===== config.mk =====
export PLATFORM = sky130hd
export DESIGN_NAME = cp0_regfile
export DESIGN_NICKNAME = d
export VERILOG_FILES = /design/src/rtl/cp0_regfile.sv
export SDC_FILE = /design/constraint.sdc
export NUM_CORES = 1
export LEC_CHECK = 0
export ABC_AREA = 1
export CORE_UTILIZATION = 50
export DETAILED_ROUTE_END_ITERATION = 12
export GPL_TIMING_DRIVEN = 0
export PLACE_DENSITY_LB_ADDON = 0.15
export SYNTH_ARGS = -nofsm -noshare
export SYNTH_HDL_FRONTEND = slang
export SYNTH_SLANG_ARGS = --single-unit

===== constraint.sdc =====
create_clock -name clk -period 2.1 [get_ports clk]
set_input_delay 0.21 -clock clk [delete_from_list [all_inputs] [get_ports clk]]
set_output_delay 0.21 -clock clk [all_outputs]
set_load 0.01 [all_outputs]

===== src/rtl/cp0_regfile.sv =====
// Coprocessor-0 register file: MFC0 reads, MTC0 writes, exception/ERET bookkeeping,
// Count/Compare timer and the Status/Cause/EPC views returned to write-back.
module cp0_regfile (
   input  logic        clk,
   input  logic        reset,
   input  logic [4:0]  raddr,
   output logic [31:0] rdata,
   input  logic        mtc0_we,
   input  logic [4:0]  mtc0_waddr,
   input  logic [31:0] mtc0_wdata,
   input  logic [4:0]  ex_code,
   input  logic [31:0] ex_pc,
   input  logic        slot,
   input  logic [31:0] bad_vaddr,
   input  logic        eret,
   input  logic [5:0]  hw_int,
   output logic [31:0] status,
   output logic [31:0] cause,
   output logic [31:0] epc,
   output logic        int_pending
);

   localparam logic [4:0] NO_EX = 5'h1f;
   localparam logic [4:0] ADEL  = 5'h04;
   localparam logic [4:0] ADES  = 5'h05;

   localparam logic [4:0] A_BADVADDR = 5'd8;
   localparam logic [4:0] A_COUNT    = 5'd9;
   localparam logic [4:0] A_COMPARE  = 5'd11;
   localparam logic [4:0] A_STATUS   = 5'd12;
   localparam logic [4:0] A_CAUSE    = 5'd13;
   localparam logic [4:0] A_EPC      = 5'd14;

   logic [7:0]  im_q, im_d;
   logic        exl_q, exl_d;
   logic        ie_q, ie_d;
   logic        bd_q, bd_d;
   logic        ti_q, ti_d;
   logic [5:0]  hw_q, hw_d;
   logic [1:0]  ip_sw_q, ip_sw_d;
   logic [4:0]  exccode_q, exccode_d;
   logic [31:0] epc_q, epc_d;
   logic [31:0] badvaddr_q, badvaddr_d;
   logic [31:0] count_q, count_d;
   logic [31:0] compare_q, compare_d;
   logic        tick_q, tick_d;

   logic exc, eret_ok, wr;

   always_comb begin
      exc     = (ex_code != NO_EX);
      eret_ok = eret & ~exc;
      wr      = mtc0_we & ~exc;

      im_d       = im_q;
      exl_d      = exl_q;
      ie_d       = ie_q;
      bd_d       = bd_q;
      ti_d       = ti_q;
      ip_sw_d    = ip_sw_q;
      exccode_d  = exccode_q;
      epc_d      = epc_q;
      badvaddr_d = badvaddr_q;
      compare_d  = compare_q;
      tick_d     = ~tick_q;
      count_d    = count_q + {31'b0, tick_q};
      hw_d       = hw_int;

      if (count_q == compare_q) ti_d = 1'b1;

      // A Compare write clears TI even when the match would have set it.
      if (wr) begin
         case (mtc0_waddr)
            A_COUNT:   count_d = mtc0_wdata;
            A_COMPARE: begin
               compare_d = mtc0_wdata;
               ti_d      = 1'b0;
            end
            A_STATUS: begin
               im_d  = mtc0_wdata[15:8];
               exl_d = mtc0_wdata[1];
               ie_d  = mtc0_wdata[0];
            end
            A_CAUSE:   ip_sw_d = mtc0_wdata[9:8];
            A_EPC:     epc_d   = mtc0_wdata;
            default:   ;
         endcase
      end

      if (eret_ok) exl_d = 1'b0;

      // Nested exceptions keep the original return point and BD.
      if (exc) begin
         exl_d     = 1'b1;
         exccode_d = ex_code;
         if (!exl_q) begin
            bd_d  = slot;
            epc_d = slot ? ex_pc - 32'd4 : ex_pc;
         end
         if (ex_code == ADEL || ex_code == ADES) badvaddr_d = bad_vaddr;
      end
   end

   always_ff @(posedge clk) begin
      if (reset) begin
         im_q       <= 8'h00;
         exl_q      <= 1'b0;
         ie_q       <= 1'b0;
         bd_q       <= 1'b0;
         ti_q       <= 1'b0;
         hw_q       <= 6'h00;
         ip_sw_q    <= 2'b00;
         exccode_q  <= 5'h00;
         epc_q      <= 32'h0;
         badvaddr_q <= 32'h0;
         count_q    <= 32'h0;
         compare_q  <= 32'h0;
         tick_q     <= 1'b0;
      end else begin
         im_q       <= im_d;
         exl_q      <= exl_d;
         ie_q       <= ie_d;
         bd_q       <= bd_d;
         ti_q       <= ti_d;
         hw_q       <= hw_d;
         ip_sw_q    <= ip_sw_d;
         exccode_q  <= exccode_d;
         epc_q      <= epc_d;
         badvaddr_q <= badvaddr_d;
         count_q    <= count_d;
         compare_q  <= compare_d;
         tick_q     <= tick_d;
      end
   end

   assign status = {9'b0, 1'b1, 6'b0, im_q, 6'b0, exl_q, ie_q};
   assign cause  = {bd_q, ti_q, 14'b0, hw_q[5] | ti_q, hw_q[4:0], ip_sw_q,
                    1'b0, exccode_q, 2'b0};
   assign epc    = epc_q;

   assign int_pending = (|(cause[15:8] & status[15:8])) & ~exl_q & ie_q;

   always_comb begin
      rdata = 32'h0;
      case (raddr)
         A_BADVADDR: rdata = badvaddr_q;
         A_COUNT:    rdata = count_q;
         A_COMPARE:  rdata = compare_q;
         A_STATUS:   rdata = status;
         A_CAUSE:    rdata = cause;
         A_EPC:      rdata = epc_q;
         default:    rdata = 32'h0;
      endcase
   end

endmodule


==> results of run 1 <==
-- what timing repair did --
action                     in CTS  in global routing
setup endpoints to repair      37                 19
pin swaps                       5                  2
buffers inserted                5                  4
gates resized for setup       121                 12
-- worst paths after layout --
kind                             to  slack, ps  cells after the start
max                       rdata[12]          3                     10
min              hw_q[1]$_SDFF_PP0_        280                      3
max reg2reg  count_q[27]$_SDFF_PP0_         80                     10
min reg2reg       tick_q$_SDFF_PP0_        430                      1
-- per-stage QoR --
stage	instances	TNS (ps)	utilization	worst slack [ps]	cell area (um^2)
global placement	1854	-30720	0.658	-1090	12000
CTS	1890	0	0.702	12.2	12800
detailed placement	1854	-31740	0.658	-1090	12000
floorplan	1414	0	-	435	9580
global route	1894	-19.3	0.705	-15.4	12800
finish	1894	0	0.705	2.59	12800
-- final cells by class --
type | count | area (um^2) | share of cell area
inverter | 172 | 652 | 0.0508
tap | 229 | 287 | 0.0223
sequential | 154 | 3090 | 0.241
timing repair buffer | 220 | 2140 | 0.167
buffer | 106 | 787 | 0.0613
clock buffer | 20 | 457 | 0.0356
multi-input combinational | 982 | 5300 | 0.413
clock inverter | 11 | 123 | 0.00955
-- flip-flops by register name (all words and copies together), names as in the netlist --
signal	flops
im_q	8
exl_q	1
tick_q	1
badvaddr_q	32
hw_q	6
ie_q	1
ti_q	1
ip_sw_q	2
bd_q	1
epc	32
count_q	32
compare_q	32
exccode_q	5
-- logic make-up after synthesis --
family / after synthesis / share of synthesized area
flip-flops: 154 / 0.327
buffers and inverters: 278 / 0.142
adder cells (fa/ha/maj): 3 / 0.00398
XOR/XNOR: 38 / 0.0353
AND/OR/NAND/NOR: 600 / 0.281
other: 2 / 0.000796
AO/OA/AOI/OAI: 302 / 0.210
-- cell usage in the layout, fill, tap and decap left out, drive strengths merged, types with 3 or more instances in the layout --
cell type      synthesis  layout
a211oi                43      43
a21oi                 63      63
a22oi                 48      48
a31oi                  5       5
buf                   77      88
clkbuf                29      51
clkdlybuf4s15          0       8
clkdlybuf4s50          0     173
clkinv                 2       7
clkinvlp               0       4
conb                   2      39
dfxtp                154     154
dlygate4sd2            0      26
ha                     3       3
inv                  170     170
nand2                240     240
nand3                 84      84
nand4                 14      14
nor2                 231     231
nor3                  22      22
o2111ai                9       9
o211ai                30      30
o21ai                100     100
or2                    4       4
xnor2                 21      21
xor2                  17      17
-- metal layers --
metal	vias to the layer above	wire length (um)	track usage
li1	5011	-	-
met4	0	2050	0.216
met1	4893	14800	0.529
met5	-	0	0
met3	136	5250	0.0912
met2	866	16700	0.597
-- worst max-delay path, cell delays in order --
cell           delay [ps]
dlygate4sd2_1         270
inv_1                 100
nor2_4                150
nand3_1               110
inv_2                 140
buf_4                 130
clkbuf_8              150
nand2_1               130
o2111ai_1             170
dlygate4sd2_1         310
-- power breakdown --
part / internal [W] / switching [W]
combinational: 0.000515 / 0.000581
clock: 0.00180 / 0.00133
sequential: 0.00301 / 0.000106
==> results.tsv, run 1 <==
metric	value	unit
postSynthAreaPerCell	6.85	um^2
drc_errors	0	
whs	281	ps
synth_cell_types	45	
wl	38900	um
cp_data_required_time	1890	ps
tritoncts	yes	
num_rows	49	
insertion_delay	440	ps
n_fill_cell	1523	
max_freq	0.477	GHz
vias	10900	
start_util	0.518	
wire_per_inst	20.5	um
startpoint	raddr[3]	
grt_pass1_wl	58100	um
cts_buffer_depth	2	
hold_path_startpoint	hw_int[1]	
drive_gt1_frac	0.133	
antenna_found_initial	0	
finalMaxSlewViolations	0	
cts_buffers	17	
cp.arrival	1890	ps
die_y	139	um
clock-sinks	154	
cp-start-kind	input port	
yosys.area.top_type	dfxtp_1	
die_w	139	um
vias_per_cell	5.76	
synthTopCellsByCount	nand2_1, nor2_1, inv_1, dfxtp_1, o21ai_0	
power_leakage	5.62	nW
yosysTopAreaCellShare	0.327	
ys.warnings.count	0	
setup_viol	0	
hold_violations	0	
ys_top_cells_by_area	dfxtp_1, nand2_1, nor2_1, inv_1, o21ai_0	
cts.htree.levels	4	
r2r-start	count_q[0]$_SDFF_PP0_	
areaGrowthSynthToFinish	36.0	%
numPortBuffers	211	
yosysMostFrequentCell	nand2_1	
hold_buffers	0	
worst-slew-pin-transition	860	ps
cp_max_fo	10	
slew_headroom	0.427	
fin_crit	2100	ps
maxCapViolCount	0	
drtAntennaViolNets	0	
n_antenna_cell	0	
end_kind	output pin	
gr-usage-all-layers	0.398	
grt_pass1_vias	10100	
synth_seq_cells	154	
cts_root_buffer	clkbuf_16	
period_share	0.999	
gr-total-overflow	0	
power_density	573	nW/um^2
async_reset_ff_frac	0	
final_nets	1778	
ir_drop	519	uV
place_hpwl	30700	um
crit_type	input port to output pin	
status	complete, no violations	
ys.flop_type	dfxtp_1	
netlist_instances	1377	
synth-edff-count	0	
hp-class	input port to flip-flop	
grt_max_degree	17	
power	0.00735	W
io_pins	251	
gp_congestion	1.04	
worst_clock_skew	11.2	ps
synth.cell_area	9440	um^2
path_clk_slew	70	ps
ys_seq_area_frac	0.327	
dieArea	19400	um^2
core_area	18200	um^2
firstDrtPassIters	6	
drtIter0Drc	1384	
Note: power is estimated with default switching activity, not from simulation.
==> inputs of run 2 (changes only) <==
- GPL_TIMING_DRIVEN: 0 -> default
==> run 2 against run 1 <==
- cell count down 2.8%
- utilization fell by 1.8 points
- first-iteration DRC count is 23% lower
- sequential power is essentially flat
- sequential share of layout area is 0.63 points higher
==> results.tsv, run 2 (synthesis gave the netlist of run 1 again) <==
metric	value	unit	change
vias_per_cell	5.60		-2.7%
power_density	573	nW/um^2	about the same
num_rows	49		unchanged
layout_setup_ws	63.8	ps	+61.3 ps
gr-usage-all-layers	0.370		-0.0279
antenna_found_initial	0		unchanged
hold_buffers	0		unchanged
n_antenna_cell	0		unchanged
cts_root_buffer	clkbuf_16		
end_kind	output pin		
hp-class	input port to flip-flop		
cp-start-kind	flip-flop		
numPortBuffers	211		unchanged
cts_buffers	17		unchanged
core_area	18200	um^2	unchanged
crit_type	flip-flop to output pin		
worst_clock_skew	10.4	ps	-0.801 ps
slew_headroom	0.584		+0.158
dieArea	19400	um^2	unchanged
gr-total-overflow	0		unchanged
final_nets	1724		-3.0%
start_util	0.518		unchanged
cts_buffer_depth	2		unchanged
gp_congestion	0.964		-7.5%
drc_errors	0		unchanged
finalMaxSlewViolations	0		unchanged
dpl-instance-area	11900	um^2	-0.24%
grt_max_degree	74		+57
rsz0062_at_grt	true		
place_ws	-363	ps	+723 ps
cp_data_required_time	1890	ps	about the same
drtAntennaViolNets	0		unchanged
status	complete, no violations		
cp_max_fo	4		-6
power	0.00716	W	-2.6%
drtIter0Drc	1070		-23%
wire_per_inst	19.5	um	-4.9%
cts.htree.levels	4		unchanged
die_w	139	um	unchanged
max_freq	0.491	GHz	+3.0%
insertion_delay	430	ps	about the same
post-route-cell-area	12500	um^2	-2.6%
fin_crit	2040	ps	-61.3 ps
postCtsSetupBuffers	0		-5
whs	239	ps	-41.9 ps
period_share	0.970		-0.0292
layout_common_cells	nand2_1, nor2_1, clkdlybuf4s50_1		
layout_commonest_cell	nand2_1		
areaGrowthSynthToFinish	32.5	%	
cp.arrival	1830	ps	-60 ps
drive_gt1_frac	0.134		+0.000662
grt_pass1_wl	54500	um	-6.1%
place_hpwl	27800	um	-9.5%
maxCapViolCount	0		unchanged
worst-slew-pin-transition	622	ps	-237 ps
die_y	139	um	unchanged
ir_drop	520	uV	+0.29%
vias	10300		-5.4%
io_pins	251		unchanged
setup_viol	0		unchanged
path_clk_slew	70	ps	about the same
hold_violations	0		unchanged
wl	35900	um	-7.6%
clock-sinks	154		unchanged
firstDrtPassIters	5		-1
tritoncts	yes		
grt_pass1_vias	9513		-6.1%
power_leakage	5.40	nW	-3.9%
==> run 2: final timing paths <==
kind	from	to	slack, ps	cells after the start
max	ti_q$_SDFF_PP0_	int_pending	60	6
min	reset	epc[2]$_SDFF_PP0_	240	4
max reg2reg	count_q[0]$_SDFF_PP0_	count_q[28]$_SDFF_PP0_	110	12
min reg2reg	tick_q$_SDFF_PP0_	tick_q$_SDFF_PP0_	430	1
==> run 2: what timing repair did <==
| action | 4_1_cts | 5_1_grt |
|---|---|---|
| resized for setup | 54 | 83 |
| pin swaps | 5 | 5 |
| endpoints found under the setup margin | 33 | 35 |
| gates cloned | 0 | 0 |
==> run 2: final cells by class <==
cell class / count / area, um^2
Timing Repair Buffer: 272 / 2640
Clock inverter: 15 / 153
Inverter: 172 / 648
Clock buffer: 17 / 425
Sequential cell: 154 / 3090
Tap cell: 229 / 287
Fill cell: 1569 / 5710
Multi-Input combinational cell: 982 / 5270
==> run 2: where the power goes <==
group / switching [W] / internal [W]
clock network: 0.00144 / 0.00159
logic: 0.000539 / 0.000481
registers: 0.000101 / 0.00301
==> run 2: metrics by stage <==
step	cells	setup TNS [ps]	util
6_report	1841	0	0.687
5_1_grt	1841	-30.3	0.687
4_1_cts	1841	-129	0.687
3_5_place_dp	1809	-10490	0.656
3_3_place_gp	1809	-9400	0.656
2_1_floorplan	1414	0	-
==> run 2: worst max-delay path, stage by stage, from the launching register on <==
cell           delay, ps
dfxtp_2              360
or2_4                270
a22oi_2              130
nand4_1              190
nand3_1              130
inv_1                 40
dlygate4sd2_1        270
==> run 2: per-layer routing <==
layer,part of all wire,GRT usage,vias up
li1,-,-,4898
met1,0.42,0.509,4687
met2,0.45,0.573,662
met3,0.10,0.0726,68
met4,0.032,0.137,0
met5,0,0,-
==> inputs of run 3 (changes only) <==
- CORE_MARGIN: default -> 2
==> run 3 against run 2 <==
- critical path depth is the same
- wire length grew 2.5%
- sequential share of layout area shrank 0.19 points
- global-route usage shrank 0.80 points
- cell area grew 0.68%
- critical endpoint unchanged
- highest routed layer unchanged
==> results.tsv, run 3 (synthesis gave the netlist of run 1 again) <==
metric	value	unit	change
stdcell_count	1856		+0.81%
crit_family	simple AND/OR/NAND/NOR gates		
grt_max_degree	74		unchanged
finalMaxSlewViolations	0		unchanged
cp-start-kind	flip-flop		
cts_root_buffer	clkbuf_16		
wl_met2	16400	um	+2.0%
die_y	141	um	+1.4%
cts.htree.levels	4		unchanged
start_util	0.506		-0.0121
io_pins	251		unchanged
num_rows	50		+2.0%
cts_buffers	17		unchanged
die_w	141	um	+1.4%
core_area	18600	um^2	+2.4%
max_freq	0.504	GHz	+2.6%
power	0.00774	W	+8.1%
wire_per_inst	19.8	um	+1.7%
slew_headroom	0.619		+0.0346
grt_pass1_vias	9687		+1.8%
top_layer_used	met4		
worst-slew-pin-transition	571	ps	-51.8 ps
slowest_stage	dfxtp_1		
rsz0062_at_grt	false		
cp_data_required_time	1890	ps	about the same
grt_pass1_wl	55200	um	+1.2%
layout_common_cells	nand2_1, nor2_1, clkdlybuf4s50_1		
path_clk_slew	70	ps	about the same
fin_crit	1980	ps	-51.9 ps
gp_congestion	0.971		+0.80%
crit_type	flip-flop to output pin		
hold_buffers	0		unchanged
cts_buffer_depth	2		unchanged
drive_gt1_frac	0.132		-0.00227
met1_length	15600	um	+3.9%
utilization	0.675		-0.0114
end_kind	output pin		
max_stage_delay	330	ps	-30 ps
maxCapViolCount	0		unchanged
final_nets	1729		+0.29%
status	complete, no violations		
power_density	615	nW/um^2	+7.4%
period_share	0.945		-0.0247
wl	36800	um	+2.5%
drtAntennaViolNets	0		unchanged
gr-total-overflow	0		unchanged
gr-usage-all-layers	0.362		-0.00801
numPortBuffers	211		unchanged
antenna_found_initial	3		+3
whs	287	ps	+47.8 ps
vias	10400		+1.3%
dp.cells	1814		+0.28%
setup_viol	0		unchanged
drc_errors	0		unchanged
firstDrtPassIters	5		unchanged
dieArea	20000	um^2	+2.9%
worst_clock_skew	12.1	ps	+1.79 ps
vias_per_cell	5.63		+0.46%
ir_drop	541	uV	+4.1%
tritoncts	yes		
critPathBufInv	2		unchanged
hold_violations	0		unchanged
place_hpwl	28300	um	+1.8%
worstPathCellList	or2_2 -> a22oi_2 -> nand4_1 -> nand3_1 -> inv_1 -> dlygate4sd2_1		
drtIter0Drc	1117		+4.4%
hp-class	input port to flip-flop		
power_leakage	5.49	nW	+1.6%
met3_length	3410	um	-7.9%
insertion_delay	430	ps	about the same
layout_commonest_cell	nand2_1		
cp_max_fo	3		-1
areaGrowthSynthToFinish	33.4	%	
cp.arrival	1770	ps	-60 ps
clock-sinks	154		unchanged
run 3: changes by cell type in the layout (fill, tap and decap cells not counted), sizes merged:
cell / previous run / this run
clkdlybuf4s50: 174 / 172
dlymetal6s2s: 1 / 4
bufbuf: 0 / 1
diode: 0 / 5
inv: 181 / 174
buf: 66 / 83
bufinv: 0 / 6
clkinv: 5 / 4
dlygate4sd2: 3 / 2
clkbuf: 43 / 28
clkdlybuf4s15: 2 / 6
run 3: power breakdown:
| part | switching, W | total, W | internal [W] |
|---|---|---|---|
| combinational | 0.000544 | 0.00102 | 0.000480 |
| sequential | 0.000100 | 0.00311 | 0.00301 |
| clock | 0.00133 | 0.00361 | 0.00228 |
| total | 0.00197 | 0.00774 | 0.00577 |
run 3: final timing paths:
check | start | endpoint | slack (ps) | depth (start not counted)
setup / recovery | ti_q$_SDFF_PP0_ | int_pending | 120 | 6
hold / removal | hw_int[2] | hw_q[2]$_SDFF_PP0_ | 290 | 3
setup reg to reg | count_q[0]$_SDFF_PP0_ | count_q[28]$_SDFF_PP0_ | 160 | 12
hold reg to reg | tick_q$_SDFF_PP0_ | tick_q$_SDFF_PP0_ | 470 | 1
run 3: cell type report:
| class | instances | area (um^2) |
|---|---|---|
| Antenna cell | 5 | 12.5 |
| Clock buffer | 19 | 443 |
| Clock inverter | 13 | 239 |
| Fill cell | 1617 | 6060 |
| Inverter | 172 | 647 |
| Multi-Input combinational cell | 982 | 5240 |
| Sequential cell | 154 | 3080 |
| Tap cell | 234 | 293 |
| Timing Repair Buffer | 277 | 2630 |
run 3: timing repair:
action	4_1_cts	5_1_grt
endpoints found under the setup margin	33	33
setup buffers	4	0
endpoints found under the hold margin	0	0
pin swaps	7	6
cloned	1	0
gates resized for setup	112	29
run 3: stage by stage:
step	cell area (um^2)	setup WS [ps]	setup TNS (ps)
detailed placement	11900	-332	-9310
global route	12600	2.72	0
finish	12600	116	0
global placement	11900	-317	-8950
CTS	12600	-32.7	-137
floorplan	9580	435	0
run 3: per-layer routing:
layer / up-vias / GRT usage
li1: 4915 / -
met5: - / 0
met3: 99 / 0.0638
met4: 0 / 0.155
met1: 4836 / 0.504
met2: 597 / 0.554
run 3: tightest hold or removal path: stages:
cell,delay [ps]
clkdlybuf4s50_1,390
inv_1,50
nor2_1,30
